==> src/rtl/multicycle_controller_pkg.sv <==
// Shared encodings for the multicycle ARM-subset controller: state codes,
// condition codes, op classes, ALU commands and datapath select values.
package mcc_pkg;

  localparam logic [3:0] S_FETCH    = 4'd0;
  localparam logic [3:0] S_DECODE   = 4'd1;
  localparam logic [3:0] S_EXECR    = 4'd2;
  localparam logic [3:0] S_EXECI    = 4'd3;
  localparam logic [3:0] S_ALUWB    = 4'd4;
  localparam logic [3:0] S_MEMADR   = 4'd5;
  localparam logic [3:0] S_MEMREAD  = 4'd6;
  localparam logic [3:0] S_MEMWB    = 4'd7;
  localparam logic [3:0] S_MEMWRITE = 4'd8;
  localparam logic [3:0] S_BRANCH   = 4'd9;

  localparam logic [3:0] COND_EQ = 4'b0000;
  localparam logic [3:0] COND_NE = 4'b0001;
  localparam logic [3:0] COND_CS = 4'b0010;
  localparam logic [3:0] COND_CC = 4'b0011;
  localparam logic [3:0] COND_MI = 4'b0100;
  localparam logic [3:0] COND_PL = 4'b0101;
  localparam logic [3:0] COND_VS = 4'b0110;
  localparam logic [3:0] COND_VC = 4'b0111;
  localparam logic [3:0] COND_HI = 4'b1000;
  localparam logic [3:0] COND_LS = 4'b1001;
  localparam logic [3:0] COND_GE = 4'b1010;
  localparam logic [3:0] COND_LT = 4'b1011;
  localparam logic [3:0] COND_GT = 4'b1100;
  localparam logic [3:0] COND_LE = 4'b1101;
  localparam logic [3:0] COND_AL = 4'b1110;

  localparam logic [1:0] OP_DP  = 2'b00;
  localparam logic [1:0] OP_MEM = 2'b01;
  localparam logic [1:0] OP_BR  = 2'b10;

  localparam logic [3:0] CMD_AND = 4'b0000;
  localparam logic [3:0] CMD_SUB = 4'b0010;
  localparam logic [3:0] CMD_ADD = 4'b0100;
  localparam logic [3:0] CMD_CMP = 4'b1010;
  localparam logic [3:0] CMD_ORR = 4'b1100;

  localparam logic [1:0] ALU_ADD = 2'b00;
  localparam logic [1:0] ALU_SUB = 2'b01;
  localparam logic [1:0] ALU_AND = 2'b10;
  localparam logic [1:0] ALU_ORR = 2'b11;

  localparam logic [1:0] SRCA_REG   = 2'b00;
  localparam logic [1:0] SRCA_PC    = 2'b01;
  localparam logic [1:0] SRCB_REG   = 2'b00;
  localparam logic [1:0] SRCB_IMM   = 2'b01;
  localparam logic [1:0] SRCB_FOUR  = 2'b10;
  localparam logic [1:0] RES_ALUOUT = 2'b00;
  localparam logic [1:0] RES_RDATA  = 2'b01;
  localparam logic [1:0] RES_ALU    = 2'b10;

  function automatic logic [1:0] alu_decode(input logic [3:0] cmd);
    case (cmd)
      CMD_ADD: return ALU_ADD;
      CMD_SUB: return ALU_SUB;
      CMD_CMP: return ALU_SUB;
      CMD_AND: return ALU_AND;
      CMD_ORR: return ALU_ORR;
      default: return ALU_ADD;
    endcase
  endfunction

endpackage

==> src/rtl/multicycle_controller_if.sv <==
// Controller <-> datapath/memory bundle. master = controller side,
// slave = datapath side.
interface multicycle_controller_if #(parameter int FLAG_W = 4);
  logic [31:0]       instr;
  logic [FLAG_W-1:0] alu_flags;
  logic              mem_ready;
  logic              mem_req;
  logic              mem_write;
  logic              adr_src;
  logic              ir_write;
  logic              pc_write;
  logic              reg_write;
  logic [1:0]        alu_src_a;
  logic [1:0]        alu_src_b;
  logic [1:0]        result_src;
  logic [1:0]        alu_control;
  logic [FLAG_W-1:0] flags_q;
  logic              retire;
  logic              illegal;

  modport master (
    input  instr, alu_flags, mem_ready,
    output mem_req, mem_write, adr_src, ir_write, pc_write, reg_write,
           alu_src_a, alu_src_b, result_src, alu_control, flags_q,
           retire, illegal
  );

  modport slave (
    output instr, alu_flags, mem_ready,
    input  mem_req, mem_write, adr_src, ir_write, pc_write, reg_write,
           alu_src_a, alu_src_b, result_src, alu_control, flags_q,
           retire, illegal
  );
endinterface

==> src/rtl/multicycle_controller_cond_check.sv <==
// Condition-code evaluation against committed NZCV flags.
// COND_FULL_EN selects the full ARM condition set; otherwise only AL and EQ.
module cond_check
  import mcc_pkg::*;
(
  input  logic [3:0] i_cond,
  input  logic [3:0] i_flags,
  output logic       o_pass
);
  logic w_n, w_z, w_c, w_v;
  assign {w_n, w_z, w_c, w_v} = i_flags;

`ifdef COND_FULL_EN
  always_comb begin
    o_pass = 1'b0;
    case (i_cond)
      COND_EQ: o_pass = w_z;
      COND_NE: o_pass = !w_z;
      COND_CS: o_pass = w_c;
      COND_CC: o_pass = !w_c;
      COND_MI: o_pass = w_n;
      COND_PL: o_pass = !w_n;
      COND_VS: o_pass = w_v;
      COND_VC: o_pass = !w_v;
      COND_HI: o_pass = w_c && !w_z;
      COND_LS: o_pass = !w_c || w_z;
      COND_GE: o_pass = (w_n == w_v);
      COND_LT: o_pass = (w_n != w_v);
      COND_GT: o_pass = !w_z && (w_n == w_v);
      COND_LE: o_pass = w_z || (w_n != w_v);
      COND_AL: o_pass = 1'b1;
      default: o_pass = 1'b0;
    endcase
  end
`else
  logic w_unused;
  assign w_unused = &{1'b0, w_n, w_c, w_v};
  assign o_pass = (i_cond == COND_AL) || ((i_cond == COND_EQ) && w_z);
`endif
endmodule

==> src/rtl/multicycle_controller.sv <==
// Multicycle sequencer: drives datapath selects/enables, the memory handshake
// and the NZCV register. Condition set is chosen by COND_FULL_EN in cond_check.
module multicycle_controller
  import mcc_pkg::*;
#(
  parameter int CMD_W  = 4,
  parameter int FLAG_W = 4
) (
  input logic                   clk,
  input logic                   reset,
  multicycle_controller_if.master bus
);
  logic [3:0]        r_state, w_next;
  logic [FLAG_W-1:0] r_flags;
  logic              w_pass;
  logic [3:0]        w_cond;
  logic [1:0]        w_op;
  logic              w_imm, w_sl;
  logic [CMD_W-1:0]  w_cmd;
  logic [3:0]        w_rd;
  logic [1:0]        w_alu_op;
  logic              w_wb_en, w_rd_pc;
  logic              w_unused;

  assign w_cond   = bus.instr[31:28];
  assign w_op     = bus.instr[27:26];
  assign w_imm    = bus.instr[25];
  assign w_cmd    = bus.instr[24:21];
  assign w_sl     = bus.instr[20];
  assign w_rd     = bus.instr[15:12];
  assign w_unused = &{1'b0, bus.instr[19:16], bus.instr[11:0]};
  assign w_alu_op = alu_decode(w_cmd);
  assign w_wb_en  = (w_cmd != CMD_CMP);
  assign w_rd_pc  = (w_rd == 4'hF);

  cond_check u_cond (
    .i_cond  (w_cond),
    .i_flags (r_flags),
    .o_pass  (w_pass)
  );

  logic       w_mem_req, w_mem_write, w_adr_src, w_ir_write, w_pc_write;
  logic       w_reg_write, w_retire, w_illegal;
  logic [1:0] w_src_a, w_src_b, w_res_src, w_alu_ctl;

  always_comb begin
    w_next      = r_state;
    w_mem_req   = 1'b0;
    w_mem_write = 1'b0;
    w_adr_src   = 1'b0;
    w_ir_write  = 1'b0;
    w_pc_write  = 1'b0;
    w_reg_write = 1'b0;
    w_retire    = 1'b0;
    w_illegal   = 1'b0;
    w_src_a     = SRCA_REG;
    w_src_b     = SRCB_REG;
    w_res_src   = RES_ALUOUT;
    w_alu_ctl   = ALU_ADD;
    // Reset forces every control low, including a mem_req mid-handshake.
    if (!reset) begin
      case (r_state)
        S_FETCH: begin
          w_mem_req = 1'b1;
          w_src_a   = SRCA_PC;
          w_src_b   = SRCB_FOUR;
          w_res_src = RES_ALU;
          if (bus.mem_ready) begin
            w_ir_write = 1'b1;
            w_pc_write = 1'b1;
            w_next     = S_DECODE;
          end
        end
        S_DECODE: begin
          if (!w_pass) begin
            w_retire = 1'b1;
            w_next   = S_FETCH;
          end else begin
            case (w_op)
              OP_DP:   w_next = w_imm ? S_EXECI : S_EXECR;
              OP_MEM:  w_next = S_MEMADR;
              OP_BR:   w_next = S_BRANCH;
              default: begin
                w_illegal = 1'b1;
                w_retire  = 1'b1;
                w_next    = S_FETCH;
              end
            endcase
          end
        end
        S_EXECR: begin
          w_alu_ctl = w_alu_op;
          w_next    = S_ALUWB;
        end
        S_EXECI: begin
          w_src_b   = SRCB_IMM;
          w_alu_ctl = w_alu_op;
          w_next    = S_ALUWB;
        end
        S_ALUWB: begin
          // ALU keeps computing so alu_flags are valid for the flag update.
          w_src_b     = w_imm ? SRCB_IMM : SRCB_REG;
          w_alu_ctl   = w_alu_op;
          w_reg_write = w_wb_en && !w_rd_pc;
          w_pc_write  = w_wb_en && w_rd_pc;
          w_retire    = 1'b1;
          w_next      = S_FETCH;
        end
        S_MEMADR: begin
          w_src_b = SRCB_IMM;
          w_next  = w_sl ? S_MEMREAD : S_MEMWRITE;
        end
        S_MEMREAD: begin
          w_mem_req = 1'b1;
          w_adr_src = 1'b1;
          if (bus.mem_ready) w_next = S_MEMWB;
        end
        S_MEMWB: begin
          w_reg_write = 1'b1;
          w_res_src   = RES_RDATA;
          w_retire    = 1'b1;
          w_next      = S_FETCH;
        end
        S_MEMWRITE: begin
          w_mem_req   = 1'b1;
          w_mem_write = 1'b1;
          w_adr_src   = 1'b1;
          if (bus.mem_ready) begin
            w_retire = 1'b1;
            w_next   = S_FETCH;
          end
        end
        S_BRANCH: begin
          w_src_a    = SRCA_PC;
          w_src_b    = SRCB_IMM;
          w_res_src  = RES_ALU;
          w_pc_write = 1'b1;
          w_retire   = 1'b1;
          w_next     = S_FETCH;
        end
        default: w_next = S_FETCH;
      endcase
    end
  end

  always_ff @(posedge clk or posedge reset) begin
    if (reset) r_state <= S_FETCH;
    else       r_state <= w_next;
  end

  // C and V only carry meaning for the arithmetic ALU ops.
  always_ff @(posedge clk or posedge reset) begin
    if (reset) begin
      r_flags <= '0;
    end else if (r_state == S_ALUWB && w_sl) begin
      r_flags[3:2] <= bus.alu_flags[3:2];
      if (w_alu_op == ALU_ADD || w_alu_op == ALU_SUB)
        r_flags[1:0] <= bus.alu_flags[1:0];
    end
  end

  assign bus.mem_req     = w_mem_req;
  assign bus.mem_write   = w_mem_write;
  assign bus.adr_src     = w_adr_src;
  assign bus.ir_write    = w_ir_write;
  assign bus.pc_write    = w_pc_write;
  assign bus.reg_write   = w_reg_write;
  assign bus.alu_src_a   = w_src_a;
  assign bus.alu_src_b   = w_src_b;
  assign bus.result_src  = w_res_src;
  assign bus.alu_control = w_alu_ctl;
  assign bus.flags_q     = r_flags;
  assign bus.retire      = w_retire;
  assign bus.illegal     = w_illegal;
endmodule
==> src/flat_wrapper.sv <==
// flat-port wrapper written by rule: the top's interface ports become plain ports
module multicycle_controller_flat import mcc_pkg::*;
#(
  parameter int CMD_W  = 4,
  parameter int FLAG_W = 4
)
  (clk, reset, bus_instr, bus_alu_flags, bus_mem_ready, bus_mem_req, bus_mem_write, bus_adr_src, bus_ir_write, bus_pc_write, bus_reg_write, bus_alu_src_a, bus_alu_src_b, bus_result_src, bus_alu_control, bus_flags_q, bus_retire, bus_illegal);
  multicycle_controller_if #(.FLAG_W(FLAG_W)) bus_i ();
  input logic clk;
  input logic reset;
  input wire logic [$bits(bus_i.instr)-1:0] bus_instr;
  input wire logic [$bits(bus_i.alu_flags)-1:0] bus_alu_flags;
  input wire logic [$bits(bus_i.mem_ready)-1:0] bus_mem_ready;
  output wire logic [$bits(bus_i.mem_req)-1:0] bus_mem_req;
  output wire logic [$bits(bus_i.mem_write)-1:0] bus_mem_write;
  output wire logic [$bits(bus_i.adr_src)-1:0] bus_adr_src;
  output wire logic [$bits(bus_i.ir_write)-1:0] bus_ir_write;
  output wire logic [$bits(bus_i.pc_write)-1:0] bus_pc_write;
  output wire logic [$bits(bus_i.reg_write)-1:0] bus_reg_write;
  output wire logic [$bits(bus_i.alu_src_a)-1:0] bus_alu_src_a;
  output wire logic [$bits(bus_i.alu_src_b)-1:0] bus_alu_src_b;
  output wire logic [$bits(bus_i.result_src)-1:0] bus_result_src;
  output wire logic [$bits(bus_i.alu_control)-1:0] bus_alu_control;
  output wire logic [$bits(bus_i.flags_q)-1:0] bus_flags_q;
  output wire logic [$bits(bus_i.retire)-1:0] bus_retire;
  output wire logic [$bits(bus_i.illegal)-1:0] bus_illegal;
  assign bus_i.instr = bus_instr;
  assign bus_i.alu_flags = bus_alu_flags;
  assign bus_i.mem_ready = bus_mem_ready;
  assign bus_mem_req = bus_i.mem_req;
  assign bus_mem_write = bus_i.mem_write;
  assign bus_adr_src = bus_i.adr_src;
  assign bus_ir_write = bus_i.ir_write;
  assign bus_pc_write = bus_i.pc_write;
  assign bus_reg_write = bus_i.reg_write;
  assign bus_alu_src_a = bus_i.alu_src_a;
  assign bus_alu_src_b = bus_i.alu_src_b;
  assign bus_result_src = bus_i.result_src;
  assign bus_alu_control = bus_i.alu_control;
  assign bus_flags_q = bus_i.flags_q;
  assign bus_retire = bus_i.retire;
  assign bus_illegal = bus_i.illegal;
  multicycle_controller #(.CMD_W(CMD_W), .FLAG_W(FLAG_W)) u_core (.clk(clk), .reset(reset), .bus(bus_i));
endmodule
==> config.mk <==
export PLATFORM = sky130hd
export DESIGN_NAME = multicycle_controller_flat
export DESIGN_NICKNAME = d
export VERILOG_FILES = /design/src/rtl/multicycle_controller_pkg.sv /design/src/rtl/multicycle_controller_if.sv /design/src/rtl/multicycle_controller_cond_check.sv /design/src/rtl/multicycle_controller.sv /design/src/flat_wrapper.sv
export SDC_FILE = /design/constraint.sdc
export NUM_CORES = 1
export LEC_CHECK = 0
export BUFFER_PORTS_ARGS = -buffer_cell sky130_fd_sc_hd__buf_2
export CORE_UTILIZATION = 42
export DETAILED_ROUTE_END_ITERATION = 8
export PLACE_DENSITY = 0.79
export SETUP_SLACK_MARGIN = 0.05
export SLEW_MARGIN = 20
export SYNTH_ARGS = -nofsm -noshare
export SYNTH_HDL_FRONTEND = slang
export SYNTH_SLANG_ARGS = --single-unit
==> constraint.sdc <==
create_clock -name clk -period 1.95 [get_ports clk]
set_input_delay 0 -clock clk [delete_from_list [all_inputs] [get_ports clk]]
set_output_delay 0 -clock clk [all_outputs]
set_load 0.1 [all_outputs]
### Word level (Yosys, flattened, before mapping)

Cells that the tools add are included.

| word-level totals | value |
|---|---|
| output and inout bits | 20 |
| flip-flop bits (word level) | 8 |
| logic and storage cells | 86 |
| bits in latches | 0 |
| RAM bits | 0 |
| input port bits | 39 |
| ROM bits | 0 |
| memories kept | 0 |

| operators by class | value |
|---|---|
| add/subtract/negate cells | 0 |
| multiply operators | 0 |
| muxes and demuxes | 38 |
| reduce and logical (&&, ||, !) cells | 23 |
| $lt $le $gt $ge | 0 |
| shift-type cells | 0 |
| bitwise logic cells | 1 |
| divide/modulo/power cells | 0 |
| eq/ne operators | 21 |

Operators with widths:

| operator | count |
|---|---|
| $eq A4 B4 Y1 const B | 6 |
| $pmux W4 S6 | 1 |
| $mux W1 | 20 |
| $mux W4 | 5 |
| $eq A4 B3 Y1 const B | 4 |
| $reduce_or A3 Y1 | 5 |
| $eq A4 B2 Y1 const B | 3 |
| $logic_not A4 Y1 | 3 |
| $pmux W2 S3 | 2 |
| $pmux W4 S3 | 1 |
| $mux W2 | 5 |
| $reduce_or A2 Y1 | 4 |
| $ne A2 B2 Y1 const B | 3 |
| $pmux W1 S3 | 2 |
| $eq A2 B1 Y1 const B | 2 |
| $eq A4 B1 Y1 const B | 1 |
| $logic_and A1 B1 Y1 | 4 |
| $logic_not A2 Y1 | 2 |
| $ne A4 B4 Y1 const B | 1 |
| $pmux W2 S2 | 1 |
| $reduce_and A4 Y1 | 1 |
| $eq A2 B2 Y1 const B | 1 |
| $logic_or A1 B1 Y1 | 2 |
| $pmux W1 S2 | 1 |
| other kinds (3) | 3 |

### Logic depth before layout (Yosys ltp)

Gate-level depths: netlist (run 1).

| logic depth | value |
|---|---|
| word-level depth | 6 |
| depth in mapped cells | 6 |
| gate-level depth less buffers | 4 |

### Hierarchy

From an unflattened synthesis (run 1), not the netlist that was laid out.

| unflattened totals | value |
|---|---|
| cell total of the unflattened synthesis | 107 |
| area total of the unflattened synthesis | 892.1 um^2 |

By module, submodules not included:

| module | sequential area each (um^2) | cells an instance | area each (um^2) | times used |
|---|---|---|---|---|
| multicycle_controller | 200.2 | 104 | 872.1 | 1 |
| cond_check | 0.0 | 3 | 20.0 | 1 |

### Least setup slack after synthesis (run 1)

OpenSTA, ideal clock, no wires.

| path | value |
|---|---|
| kind | reg2out |
| start point | register u_core.r_state[3] |
| end point | output port bus_pc_write |
| stages on the path, launching flop included | 5 |
| data arrival time | 3,992 ps |
| path buffers | 0 |
| path slack | -2,042 ps |
| cells stage by stage | dfrtp_1 or3b_1 nor3_1 a22oi_1 nor4_1 |

| between the ends | value |
|---|---|
| cells in the longest elaborated chain, start to end | 3 |
| elaborated cells between the ends (all ways) | 5 |
| classes of those cells | 2 x eq/ne; 2 x mux; 1 x reduce/logical |

RTL lines:

| element | RTL line | RTL |
|---|---|---|
| start: declaration | multicycle_controller.sv:13 | `logic [3:0] r_state, w_next;` |
| start signal: assignment | multicycle_controller.sv:148 | `else r_state <= w_next;` |
| $eq A4 B4 Y1, or another cell as far along | multicycle_controller.sv:62 | `case (r_state)` |
| $pmux W1 S3 (*) | multicycle_controller.sv:62 |  |
| $mux W1 (*) | multicycle_controller.sv:61 | `if (!reset) begin` |
| end: declaration | flat_wrapper.sv:18 | `output wire logic [$bits(bus_i.pc_write)-1:0] bus_pc_write;` |

Mark *: on every way between the ends. The rest lies on a longest branch, timed or not.

### Worst setup path after layout (run 1)

| path | value |
|---|---|
| start point | register u_core.r_flags[2] (netlist: u_core.bus.flags_q[2]) |
| end point | output port bus_illegal |

| between the ends | value |
|---|---|
| cells in the longest elaborated chain, start to end | 5 |

RTL lines:

| element | RTL line | RTL |
|---|---|---|
| start: declaration | multicycle_controller.sv:14 | `logic [FLAG_W-1:0] r_flags;` |
| start signal: assignment | multicycle_controller.sv:156 | `r_flags[3:2] <= bus.alu_flags[3:2];` |
| $logic_and A1 B1 Y1 | multicycle_controller_cond_check.sv:38 | `assign o_pass = (i_cond == COND_AL) \|\| ((i_cond == COND_EQ) && w_z);` |
| $logic_or A1 B1 Y1 | multicycle_controller_cond_check.sv:38 |  |
| $mux W1 | multicycle_controller.sv:75 | `if (!w_pass) begin` |
| $mux W1 | multicycle_controller.sv:62 |  |
| $mux W1 | multicycle_controller.sv:61 |  |
| end: declaration | flat_wrapper.sv:26 | `output wire logic [$bits(bus_i.illegal)-1:0] bus_illegal;` |

Every way passes these cells.

==> results of run 1 <==
## tightest hold or removal path: stages
cell and delay (ns):
buf_2 0.10, a21oi_1 0.14, o41ai_1 0.09
## kinds of logic (layout without fill, tap and decap cells)
| kind of cell | Yosys count | after routing | share of synthesized area |
|---|---|---|---|
| AO/OA/AOI/OAI | 31 | 31 | 0.229 |
| XOR/XNOR | 2 | 2 | 0.0187 |
| adder cells (fa/ha/maj) | 6 | 6 | 0.0803 |
| buffers and inverters | 15 | 62 | 0.0669 |
| flip-flops | 8 | 8 | 0.214 |
| multiplexers | 7 | 7 | 0.0817 |
| other | 1 | 1 | 0.00401 |
| AND/OR/NAND/NOR | 50 | 50 | 0.305 |
## synthesized netlist by cell type, types with 2 or more instances
cell type   n  area (um2)
nor2_1     10        37.5
nor3_1      9        45.0
a21oi_1     8        40.0
dfrtp_1     8         200
o21ai_0     8        40.0
nand2_1     7        26.3
clkbuf_1    6        22.5
ha_1        6        75.1
inv_1       5        18.8
mux2_2      5        56.3
nand2b_1    4        25.0
nor4_1      3        18.8
o21ai_1     3        15.0
or2_2       3        18.8
a211oi_1    2        15.0
and4b_1     2        20.0
buf_2       2        10.0
mux2i_1     2        20.0
nand3_1     2        10.0
nor2b_1     2        12.5
o22a_1      2        17.5
xor2_1      2        17.5
## metrics by stage
stage | setup TNS (ns) | hold slack, ns | instances | utilization | power, uW
final | 0 | 0.134 | 194 | 0.811 | 743
after global routing | -0.0182 | 0.157 | 194 | 0.811 | 770
after CTS | 0 | 0.125 | 193 | 0.798 | 737
after detailed placement | 0 | 0.180 | 183 | 0.748 | 594
after global placement | 0 | 0.174 | 183 | 0.748 | 584
after floorplan | -0.455 | -0.160 | 120 | - | 486
## metal layers
layer | wire length, um | up-vias | share of wire | GRT usage
met2 | 1690 | 36 | 0.55 | 0.509
met1 | 1260 | 559 | 0.41 | 0.297
met5 | 0 | - | 0 | 0
met4 | 13 | 0 | 0.0042 | 0.0490
li1 | - | 529 | - | -
met3 | 121 | 2 | 0.039 | 0.0436
## flip-flops by register name (all words and copies together), names as in the netlist
register,flops
u_core.bus.flags_q,4
u_core.r_state,4
## area by class of cell
| class | count | area (um2) | area share |
|---|---|---|---|
| inverters | 5 | 18.8 | 0.0115 |
| clock buffers | 4 | 26.3 | 0.0160 |
| well taps | 27 | 33.8 | 0.0206 |
| repair buffers | 53 | 490 | 0.299 |
| flip-flops and latches | 8 | 205 | 0.125 |
| multi-input cells | 97 | 865 | 0.527 |
## timing repair
item                                   CTS  global route
setup endpoints to repair                3             5
pin swaps                                4             1
gates resized for setup                  4             5
setup buffers                            1             1
hold buffers                             5             0
endpoints found under the hold margin   12             0
## worst max-delay path by stage
stage,endpoint
6_report,bus_illegal
5_1_grt,bus_illegal
4_1_cts,bus_retire
3_5_place_dp,bus_illegal
3_3_place_gp,bus_illegal
2_1_floorplan,bus_pc_write
## power groups by stage
stage,sequential [uW],clock (uW),combinational [uW]
finish,185,130,428
global placement,185,0,399
detailed placement,186,0,409
global route,186,139,445
CTS,183,133,422
floorplan,241,0,245
==> impl_metrics.sql, run 1 <==
INSERT INTO impl_metrics (metric_group, metric, value, unit) VALUES
('outcome', 'outcome', 'complete, no violations', ''),
('timing', 'timing.slew.headroom', '0.614', ''),
('global_routing', 'via_count_of_the_first_global_routing_pass', '1111', ''),
('critical_path', 'worst-endpoint-required', '1.95', 'ns'),
('timing', 'clock-skew-final', '0.0114', 'ns'),
('cts', 'tritoncts_num_sinks', '8', ''),
('place', 'placement.cell_area', '1510', 'um2'),
('power_and_ir_drop', 'ir_worst_vdd', '0.345', 'mV'),
('finish', 'mostFrequentLayoutCells', '28 x buf_2, 12 x buf_12', ''),
('timing', 'grt_setup_unrepaired', 'true', ''),
('min_path', 'min-delay-start', 'bus_instr[25]', ''),
('critical_path', 'r2r_setup_slack', '0.15', 'ns'),
('critical_path', 'cpPeakStageDelay', '0.51', 'ns'),
('critical_path', 'worstPathBufferInverterCount', '1', ''),
('logic_synthesis', 'synth.cell_area', '935', 'um2'),
('cts', 'worst_skew_pair.late_latency', '0.25', 'ns'),
('critical_path', 'cp.depth', '4', ''),
('cts', 'tritoncts.num_buffers', '3', ''),
('route', 'routed_wire_length_per_instance', '15.9', 'um'),
('floorplanning', 'placementRows', '16', ''),
('power_and_ir_drop', 'pwr_density_cell', '453', 'nW/um2'),
('global_routing', 'grt_antenna_before_repair', '0', ''),
('run', 'drv_cap', '0', ''),
('global_routing', 'global_route_wire_length_before_repair', '4920', 'um'),
('power_and_ir_drop', 'power_report.internal_total', '389', 'uW'),
('critical_path', 'number_of_cells_on_the_worst_reg_to_reg_path', '6', ''),
('logic_synthesis', 'synthesis.area_per_instance', '7.79', 'um2'),
('logic_synthesis', 'yosys_warnings', '0', ''),
('power_and_ir_drop', 'power.static_leakage', '0.000693', 'uW'),
('timing', 'report.final.slew_viol_count', '0', ''),
('floorplanning', 'fp.dieW', '49.2', 'um'),
('min_path', 'holdPathStages', '3', ''),
('finish', 'diodes', '0', ''),
('route', 'vias', '1126', ''),
('finish', 'n_fill_cell', '129', ''),
('critical_path', 'worstSetupStartpointType', 'flip-flop', ''),
('timing', 'timing_hold_violations_final', '0', ''),
('timing', 'worstMarginPinSlew', '0.571', 'ns'),
('route', 'drt-total-wl', '3090', 'um'),
('logic_synthesis', 'syn-instance-count', '120', ''),
('cts', 'root_buffer', 'clkbuf_4', ''),
('critical_path', 'r2r_end', 'u_core.r_state[3]', ''),
('critical_path', 'worst-endpoint-arrival', '1.92', 'ns'),
('min_path', 'min_delay_worst_endpoint', 'u_core.r_state[0]', ''),
('power_and_ir_drop', 'switching_share', '0.476', ''),
('logic_synthesis', 'synth_cell_type_count', '41', ''),
('place', 'detailedPlace.worstSlack', '0.174', 'ns'),
('timing', 'finalWorstPathRequiredPeriod', '1.92', 'ns'),
('timing', 'max_freq', '520', 'MHz'),
('power_and_ir_drop', 'total_switching_power', '353', 'uW'),
('route', 'drt_first_iter_violations', '16', ''),
('place', 'portBuffers', '41', ''),
('global_routing', 'groute.usage.overall', '0.263', ''),
('cts', 'cts_htree_levels', '1', ''),
('critical_path', 'sort_of_element_at_the_end_of_the_critical_path', 'output pin', ''),
('logic_synthesis', 'ys_seq_area_frac', '0.214', ''),
('finish', 'share_of_post_route_cells_with_drive_strength_above_1', '0.503', ''),
('finish', 'area_growth', '75.4', '%'),
('place', 'detailed_place_hpwl', '2220', 'um'),
('route', 'route.detailed.drc', '0', ''),
('floorplanning', 'ios', '59', ''),
('timing', 'fin_crit_sh', '0.987', ''),
('critical_path', 'crit_start', 'u_core.bus.flags_q[2]', ''),
('cts', 'worst_setup_hold_path_clk_slew', '0.06', 'ns'),
('global_routing', 'grt_overflow_total', '0', ''),
('critical_path', 'criticalPathCategory', 'reg -> out', ''),
('critical_path', 'rr_startpoint', 'u_core.bus.flags_q[2]', ''),
('floorplanning', 'start_util', '0.462', ''),
('route', 'route.detailed.vias_per_inst', '5.80', ''),
('floorplanning', 'dieArea', '2420', 'um2'),
('critical_path', 'path_delay_family', 'simple AND/OR/NAND/NOR gates', '');
Note: power is estimated with default switching activity, not from simulation.
==> inputs of run 2 (changes only) <==
--- a/config.mk
+++ b/config.mk
@@ -5,8 +5,9 @@
 export SDC_FILE = /design/constraint.sdc
 export NUM_CORES = 1
 export LEC_CHECK = 0
+export ABC_AREA = 1
 export BUFFER_PORTS_ARGS = -buffer_cell sky130_fd_sc_hd__buf_2
-export CORE_UTILIZATION = 42
+export CORE_UTILIZATION = 41
 export DETAILED_ROUTE_END_ITERATION = 8
 export PLACE_DENSITY = 0.79
 export SETUP_SLACK_MARGIN = 0.05
==> impl_metrics.sql, run 2 <==
INSERT INTO impl_metrics (metric_group, metric, value, unit) VALUES
('route', 'vias', '1093', ''),
('timing', 'setup_slack', '0.0935', 'ns'),
('logic_synthesis', 'syn-instance-count', '147', ''),
('route', 'final_antenna_net_count', '0', ''),
('finish', 'area_growth', '47.0', '%'),
('timing', 'finalWorstPathRequiredPeriod', '1.86', 'ns'),
('logic_synthesis', 'synthDominantCellAreaShare', '0.226', ''),
('cts', 'worst_setup_hold_path_clk_slew', '0.05', 'ns'),
('logic_synthesis', 'synth_cell_type_count', '24', ''),
('global_routing', 'groute.usage.overall', '0.213', ''),
('logic_synthesis', 'dominantRegCellSynth', 'dfrtp_1', ''),
('finish', 'diodes', '0', ''),
('route', 'drt_first_iter_violations', '29', ''),
('cts', 'tritoncts_num_sinks', '8', ''),
('place', 'detailedPlace.worstSlack', '0.309', 'ns'),
('floorplanning', 'dieArea', '2350', 'um2'),
('floorplanning', 'placementRows', '16', ''),
('logic_synthesis', 'synthesis.area_per_instance', '6.02', 'um2'),
('timing', 'report.final.slew_viol_count', '0', ''),
('timing', 'grt_setup_unrepaired', 'true', ''),
('power_and_ir_drop', 'sequentialPowerShare', '0.173', ''),
('finish', 'share_of_post_route_cells_with_drive_strength_above_1', '0.364', ''),
('critical_path', 'worstSetupStartpointType', 'flip-flop', ''),
('global_routing', 'grt_antenna_before_repair', '0', ''),
('place', 'portBuffers', '41', ''),
('cts', 'tritoncts.num_buffers', '3', ''),
('finish', 'layout.cells.most_common', 'nand2_1', ''),
('logic_synthesis', 'yosys.cell_count.top_type', 'nand2_1', ''),
('critical_path', 'timing.critical_path.cells', 'inv_1, nor2_1, nand2_1, a21oi_2, buf_2', ''),
('power_and_ir_drop', 'ir_worst_vdd', '0.952', 'mV'),
('min_path', 'hold_class', 'in -> reg', ''),
('route', 'route.detailed.drc', '0', ''),
('floorplanning', 'placeableCoreArea', '2000', 'um2'),
('critical_path', 'worst-endpoint-arrival', '1.86', 'ns'),
('critical_path', 'cp_max_fo', '4', ''),
('place', 'place_congestion', '0.781', ''),
('power_and_ir_drop', 'power', '1680', 'uW'),
('floorplanning', 'start_util', '0.442', ''),
('place', 'detailed_place_hpwl', '1970', 'um'),
('floorplanning', 'ios', '59', ''),
('logic_synthesis', 'mappedNetlistNets', '192', ''),
('timing', 'timing_hold_violations_final', '0', ''),
('critical_path', 'cp_slowest_cell', 'dfrtp_1', ''),
('cts', 'cts_tree', 'done', ''),
('power_and_ir_drop', 'p_comb_frac', '0.756', ''),
('logic_synthesis', 'ys_ff_latch', '8', ''),
('logic_synthesis', 'post-synth-top-area-cell', 'dfrtp_1', ''),
('power_and_ir_drop', 'power.static_leakage', '0.000725', 'uW'),
('timing', 'setup-violations-final', '0', ''),
('logic_synthesis', 'synth-edff-count', '0', ''),
('critical_path', 'worst-endpoint-required', '1.95', 'ns'),
('critical_path', 'cpPeakStageDelay', '0.45', 'ns'),
('place', 'placement.cell_area', '1200', 'um2'),
('route', 'routed_wire_length_per_instance', '11.0', 'um'),
('power_and_ir_drop', 'p_clk_frac', '0.071', ''),
('outcome', 'outcome', 'complete, no violations', ''),
('run', 'drv_cap', '0', ''),
('finish', 'fin_nets', '242', ''),
('finish', 'n_fill_cell', '186', ''),
('logic_synthesis', 'asyncSetResetFlopFracSynth', '1.00', ''),
('power_and_ir_drop', 'power_report.internal_total', '548', 'uW'),
('cts', 'worst_skew_pair.late_latency', '0.24', 'ns'),
('route', 'route.detailed.vias_per_inst', '4.92', ''),
('route', 'drt-total-wl', '2440', 'um'),
('global_routing', 'via_count_of_the_first_global_routing_pass', '987', ''),
('logic_synthesis', 'yosys_warnings', '0', ''),
('cts', 'clockBufferDepth', '2', ''),
('logic_synthesis', 'synth.cell_area', '885', 'um2'),
('timing', 'fin_crit_sh', '0.952', ''),
('logic_synthesis', 'ys_seq_area_frac', '0.226', ''),
('logic_synthesis', 'synthTopCellsByCount', '42 x nand2_1, 20 x nor2_1, 18 x inv_1', ''),
('critical_path', 'criticalPathCategory', 'reg -> out', ''),
('global_routing', 'global_route_wire_length_before_repair', '3960', 'um'),
('finish', 'mostFrequentLayoutCells', '42 x nand2_1, 33 x buf_2, 18 x inv_1', ''),
('floorplanning', 'fp.dieW', '48.5', 'um'),
('logic_synthesis', 'leading_cell_types_by_total_area_after_synthesis', 'dfrtp_1 23%, nand2_1 18%, ha_1 8.5%, nand3_1 8.5%, nor2_1 8.5%', ''),
('finish', 'final_cell_area', '1300', 'um2'),
('power_and_ir_drop', 'total_switching_power', '1130', 'uW'),
('global_routing', 'grt_overflow_total', '0', ''),
('cts', 'root_buffer', 'clkbuf_4', ''),
('critical_path', 'sort_of_element_at_the_end_of_the_critical_path', 'output pin', ''),
('timing', 'max_freq', '539', 'MHz'),
('cts', 'cts_htree_levels', '1', ''),
('route', 'drt_first_pass_iters', '4', ''),
('power_and_ir_drop', 'switching_share', '0.673', ''),
('finish', 'layout.cells.non_filler', '222', ''),
('power_and_ir_drop', 'pwr_density_cell', '1290', 'nW/um2'),
('timing', 'clock-skew-final', '0.000610', 'ns'),
('floorplanning', 'die_h', '48.5', 'um'),
('global_routing', 'maximum_number_of_pins_on_one_net_before_global_route_repair', '13', ''),
('place', 'placedCellCount', '214', '');
run 2: cell count changes after synthesis, moves of 3 or more:
cell / change
clkbuf_1: -5
inv_1: +13
mux2_2: -5
nand2_1: +35
nand2b_1: -4
nand3_1: +13
nor2_1: +10
nor2_2: +5
nor3_1: -9
nor4_1: -3
run 2: per-layer routing:
metal	GRT usage	wire (um)	part of all wire	vias to the layer above
met5	0	0	0	-
met4	0.0441	13	0.0053	0
met3	0.00943	139	0.057	2
met2	0.418	1290	0.53	44
met1	0.255	1000	0.41	484
li1	-	-	-	563
run 2: power by group through the flow:
stage,registers [uW],clock network [uW],logic [uW]
4_1_cts,281,126,1250
3_5_place_dp,284,0,1240
5_1_grt,298,131,1330
3_3_place_gp,282,0,1220
2_1_floorplan,568,0,723
6_report,291,119,1270
run 2: critical path, delay by kind of cell (launching register included):
kind                   cells  cell delay [ns]
buffers and inverters      2             0.52
AND/OR/NAND/NOR            2             0.47
flip-flops                 1             0.45
AO/OA/AOI/OAI              1             0.16
run 2: timing repair:
action,in CTS,in global routing
setup buffers,0,0
hold buffers,5,0
endpoints found under the hold margin,12,0
endpoints found under the setup margin,2,8
gates resized for setup,2,8
run 2: cell families after synthesis:
group | after synthesis | synth area share
and+or+nand+nor | 91 | 0.457
buffers and inverters | 22 | 0.0976
AOI/OAI and AO/OA | 19 | 0.130
DFF | 8 | 0.226
adders and majority gates | 6 | 0.0849
other | 1 | 0.00424
run 2: cell type report:
cell class,instances,area (um2),share of cell area
Multi-Input combinational cell,117,657,0.505
Timing Repair Buffer,47,312,0.240
Sequential cell,8,200,0.154
Inverter,20,75.1,0.0577
Tap cell,27,33.8,0.0260
Clock buffer,3,22.5,0.0173
run 2: path summary, 6_finish.rpt:
check	startpoint	to	cells past startpoint	slack, ns
worst max-delay path	u_core.r_state[3]	bus_alu_src_a[0]	5	0.09
worst max register to register	u_core.r_state[3]	u_core.r_state[2]	7	0.53
worst min register to register	u_core.bus.flags_q[0]	u_core.bus.flags_q[0]	2	0.48
min in group asynchronous	reset	u_core.r_state[0]	4	0.46
max in group asynchronous	reset	u_core.bus.flags_q[0]	4	1.34
worst min-delay path	bus_instr[20]	u_core.bus.flags_q[2]	4	0.20
run 2: per-stage QoR:
stage	utilization	setup TNS (ns)	hold slack, ns
after floorplan	-	-0.529	-0.147
after global placement	0.599	0	0.157
after detailed placement	0.599	0	0.173
after CTS	0.638	0	0.184
after global routing	0.649	-0.00757	0.219
final	0.649	0	0.195
==> inputs of run 3 (changes only) <==
--- a/config.mk
+++ b/config.mk
@@ -7,9 +7,9 @@
 export LEC_CHECK = 0
 export ABC_AREA = 1
 export BUFFER_PORTS_ARGS = -buffer_cell sky130_fd_sc_hd__buf_2
-export CORE_UTILIZATION = 41
+export CORE_UTILIZATION = 40
 export DETAILED_ROUTE_END_ITERATION = 8
-export PLACE_DENSITY = 0.79
+export PLACE_DENSITY = 0.77
 export SETUP_SLACK_MARGIN = 0.05
 export SLEW_MARGIN = 20
 export SYNTH_ARGS = -nofsm -noshare
==> impl_metrics.sql, run 3 (synthesized netlist as in run 2, its figures left out) <==
INSERT INTO impl_metrics (metric_group, metric, value, unit) VALUES
('route', 'final_antenna_net_count', '0', ''),
('global_routing', 'grt_overflow_total', '0', ''),
('timing', 'report.final.slew_viol_count', '0', ''),
('finish', 'layout.cells.most_common', 'nand2_1', ''),
('critical_path', 'cp_max_fo', '6', ''),
('min_path', 'min-delay-start', 'bus_alu_flags[0]', ''),
('critical_path', 'criticalPathCategory', 'reg -> out', ''),
('cts', 'tritoncts_num_sinks', '8', ''),
('critical_path', 'worstSetupStartpointType', 'flip-flop', ''),
('critical_path', 'cp_slowest_cell', 'dfrtp_1', ''),
('critical_path', 'worst-endpoint-required', '1.95', 'ns'),
('route', 'drt_first_iter_violations', '28', ''),
('floorplanning', 'ios', '59', ''),
('critical_path', 'worstPathBufferInverterCount', '2', ''),
('floorplanning', 'die_h', '49.0', 'um'),
('cts', 'worst_skew_pair.late_latency', '0.24', 'ns'),
('floorplanning', 'placeableCoreArea', '2020', 'um2'),
('route', 'drt-total-wl', '2310', 'um'),
('power_and_ir_drop', 'ir_worst_vdd', '1.17', 'mV'),
('timing', 'timing.setup.tns', '0', 'ns'),
('global_routing', 'via_count_of_the_first_global_routing_pass', '950', ''),
('global_routing', 'maximum_number_of_pins_on_one_net_before_global_route_repair', '13', ''),
('cts', 'cts_htree_levels', '1', ''),
('place', 'portBuffers', '41', ''),
('critical_path', 'worst-endpoint-arrival', '1.78', 'ns'),
('cts', 'root_buffer', 'clkbuf_4', ''),
('finish', 'n_fill_cell', '186', ''),
('finish', 'diodes', '0', ''),
('global_routing', 'global_route_wire_length_before_repair', '3840', 'um'),
('outcome', 'outcome', 'complete, no violations', ''),
('cts', 'worst_setup_hold_path_clk_slew', '0.05', 'ns'),
('route', 'routed_wire_length_per_instance', '10.4', 'um'),
('place', 'placement.cell_area', '1180', 'um2'),
('global_routing', 'groute.usage.overall', '0.199', ''),
('critical_path', 'timing.critical_path.cells', 'nor2_2, nand2_2, inv_1, o21ai_0, a21oi_2, buf_12', ''),
('route', 'vias', '1086', ''),
('floorplanning', 'dieArea', '2400', 'um2'),
('finish', 'final_cell_area', '1270', 'um2'),
('timing', 'max_freq', '562', 'MHz'),
('critical_path', 'path_delay_family', 'flip-flops', ''),
('timing', 'setup-violations-final', '0', ''),
('critical_path', 'rr_startpoint', 'u_core.r_state[1]', ''),
('run', 'drv_cap', '0', ''),
('route', 'route.detailed.vias_per_inst', '4.91', ''),
('finish', 'mostFrequentLayoutCells', '42 x nand2_1, 34 x buf_2, 18 x inv_1', ''),
('finish', 'area_growth', '44.0', '%'),
('route', 'drt_first_pass_iters', '4', ''),
('finish', 'share_of_post_route_cells_with_drive_strength_above_1', '0.376', ''),
('power_and_ir_drop', 'power.static_leakage', '0.000714', 'uW'),
('power_and_ir_drop', 'pwr_density_cell', '1280', 'nW/um2'),
('timing', 'grt_setup_unrepaired', 'true', ''),
('cts', 'tritoncts.num_buffers', '3', ''),
('min_path', 'hold_class', 'in -> reg', ''),
('route', 'route.detailed.drc', '0', ''),
('place', 'detailed_place_hpwl', '1930', 'um'),
('place', 'placedCellCount', '214', ''),
('timing', 'fin_crit_sh', '0.912', ''),
('critical_path', 'crit_start', 'u_core.r_state[1]', ''),
('place', 'place_congestion', '0.756', ''),
('critical_path', 'sort_of_element_at_the_end_of_the_critical_path', 'output pin', ''),
('floorplanning', 'start_util', '0.437', ''),
('cts', 'cts_tree', 'done', ''),
('timing', 'timing_hold_violations_final', '0', ''),
('critical_path', 'cpPeakStageDelay', '0.46', 'ns'),
('floorplanning', 'placementRows', '16', ''),
('floorplanning', 'fp.dieW', '49.0', 'um'),
('finish', 'layout.cells.non_filler', '221', ''),
('cts', 'clockBufferDepth', '2', ''),
('global_routing', 'grt_antenna_before_repair', '0', ''),
('timing', 'finalWorstPathRequiredPeriod', '1.78', 'ns'),
('timing', 'clock-skew-final', '0.00161', 'ns'),
('finish', 'fin_nets', '241', '');
[run 3: power by group]
group	internal (uW)	leakage [uW]	total, uW	switching [uW]
Sequential	225	0.000103	290	65.2
Clock	69.7	0.0000138	116	46.2
Combinational	227	0.000598	1230	1000
Total	522	0.000714	1630	1110
[run 3: metrics by stage]
step           hold WS (ns)  setup slack (ns)  power, uW  utilization
3_5_place_dp          0.138             0.293       1490        0.585
6_report            0.00932             0.171       1630        0.630
4_1_cts              0.0130             0.107       1630        0.620
5_1_grt              0.0261            0.0299       1720        0.630
2_1_floorplan        -0.147            -0.529       1290            -
3_3_place_gp          0.136             0.309       1470        0.585
[run 3: cell type report]
cell class	instances	area, um2	share of cell area
Clock buffer	3	22.5	0.0177
Inverter	20	75.1	0.0589
Multi-Input combinational cell	117	654	0.514
Sequential cell	8	201	0.158
Tap cell	27	33.8	0.0265
Timing Repair Buffer	46	287	0.225
[run 3: worst paths after layout]
kind	slack, ns	endpoint	cells after the start
worst max-delay path	0.17	bus_alu_control[0]	6
worst min-delay path	0.009	u_core.bus.flags_q[0]	3
worst max register to register	0.55	u_core.r_state[3]	6
worst min register to register	0.49	u_core.bus.flags_q[1]	2
max in group asynchronous	1.34	u_core.r_state[2]	4
min in group asynchronous	0.44	u_core.bus.flags_q[3]	4
[run 3: tightest hold or removal path: cells and delay by family]
| kind | cells | cell delay (ns) |
|---|---|---|
| buf+inv | 1 | 0.08 |
| simple gates | 2 | 0.14 |
[run 3: timing repair]
item	4_1_cts	5_1_grt
hold buffers	4	0
setup endpoints to repair	3	7
hold endpoints to repair	11	0
pin swaps	0	0
resized for setup	3	7
buffers inserted	0	0
[run 3: routing by layer]
metal  vias up  GRT usage  part of all wire
met5         -          0                 0
met4         0     0.0441            0.0022
met3         2     0.0249             0.043
met2        32      0.352              0.50
met1       495      0.255              0.45
li1        557          -                 -
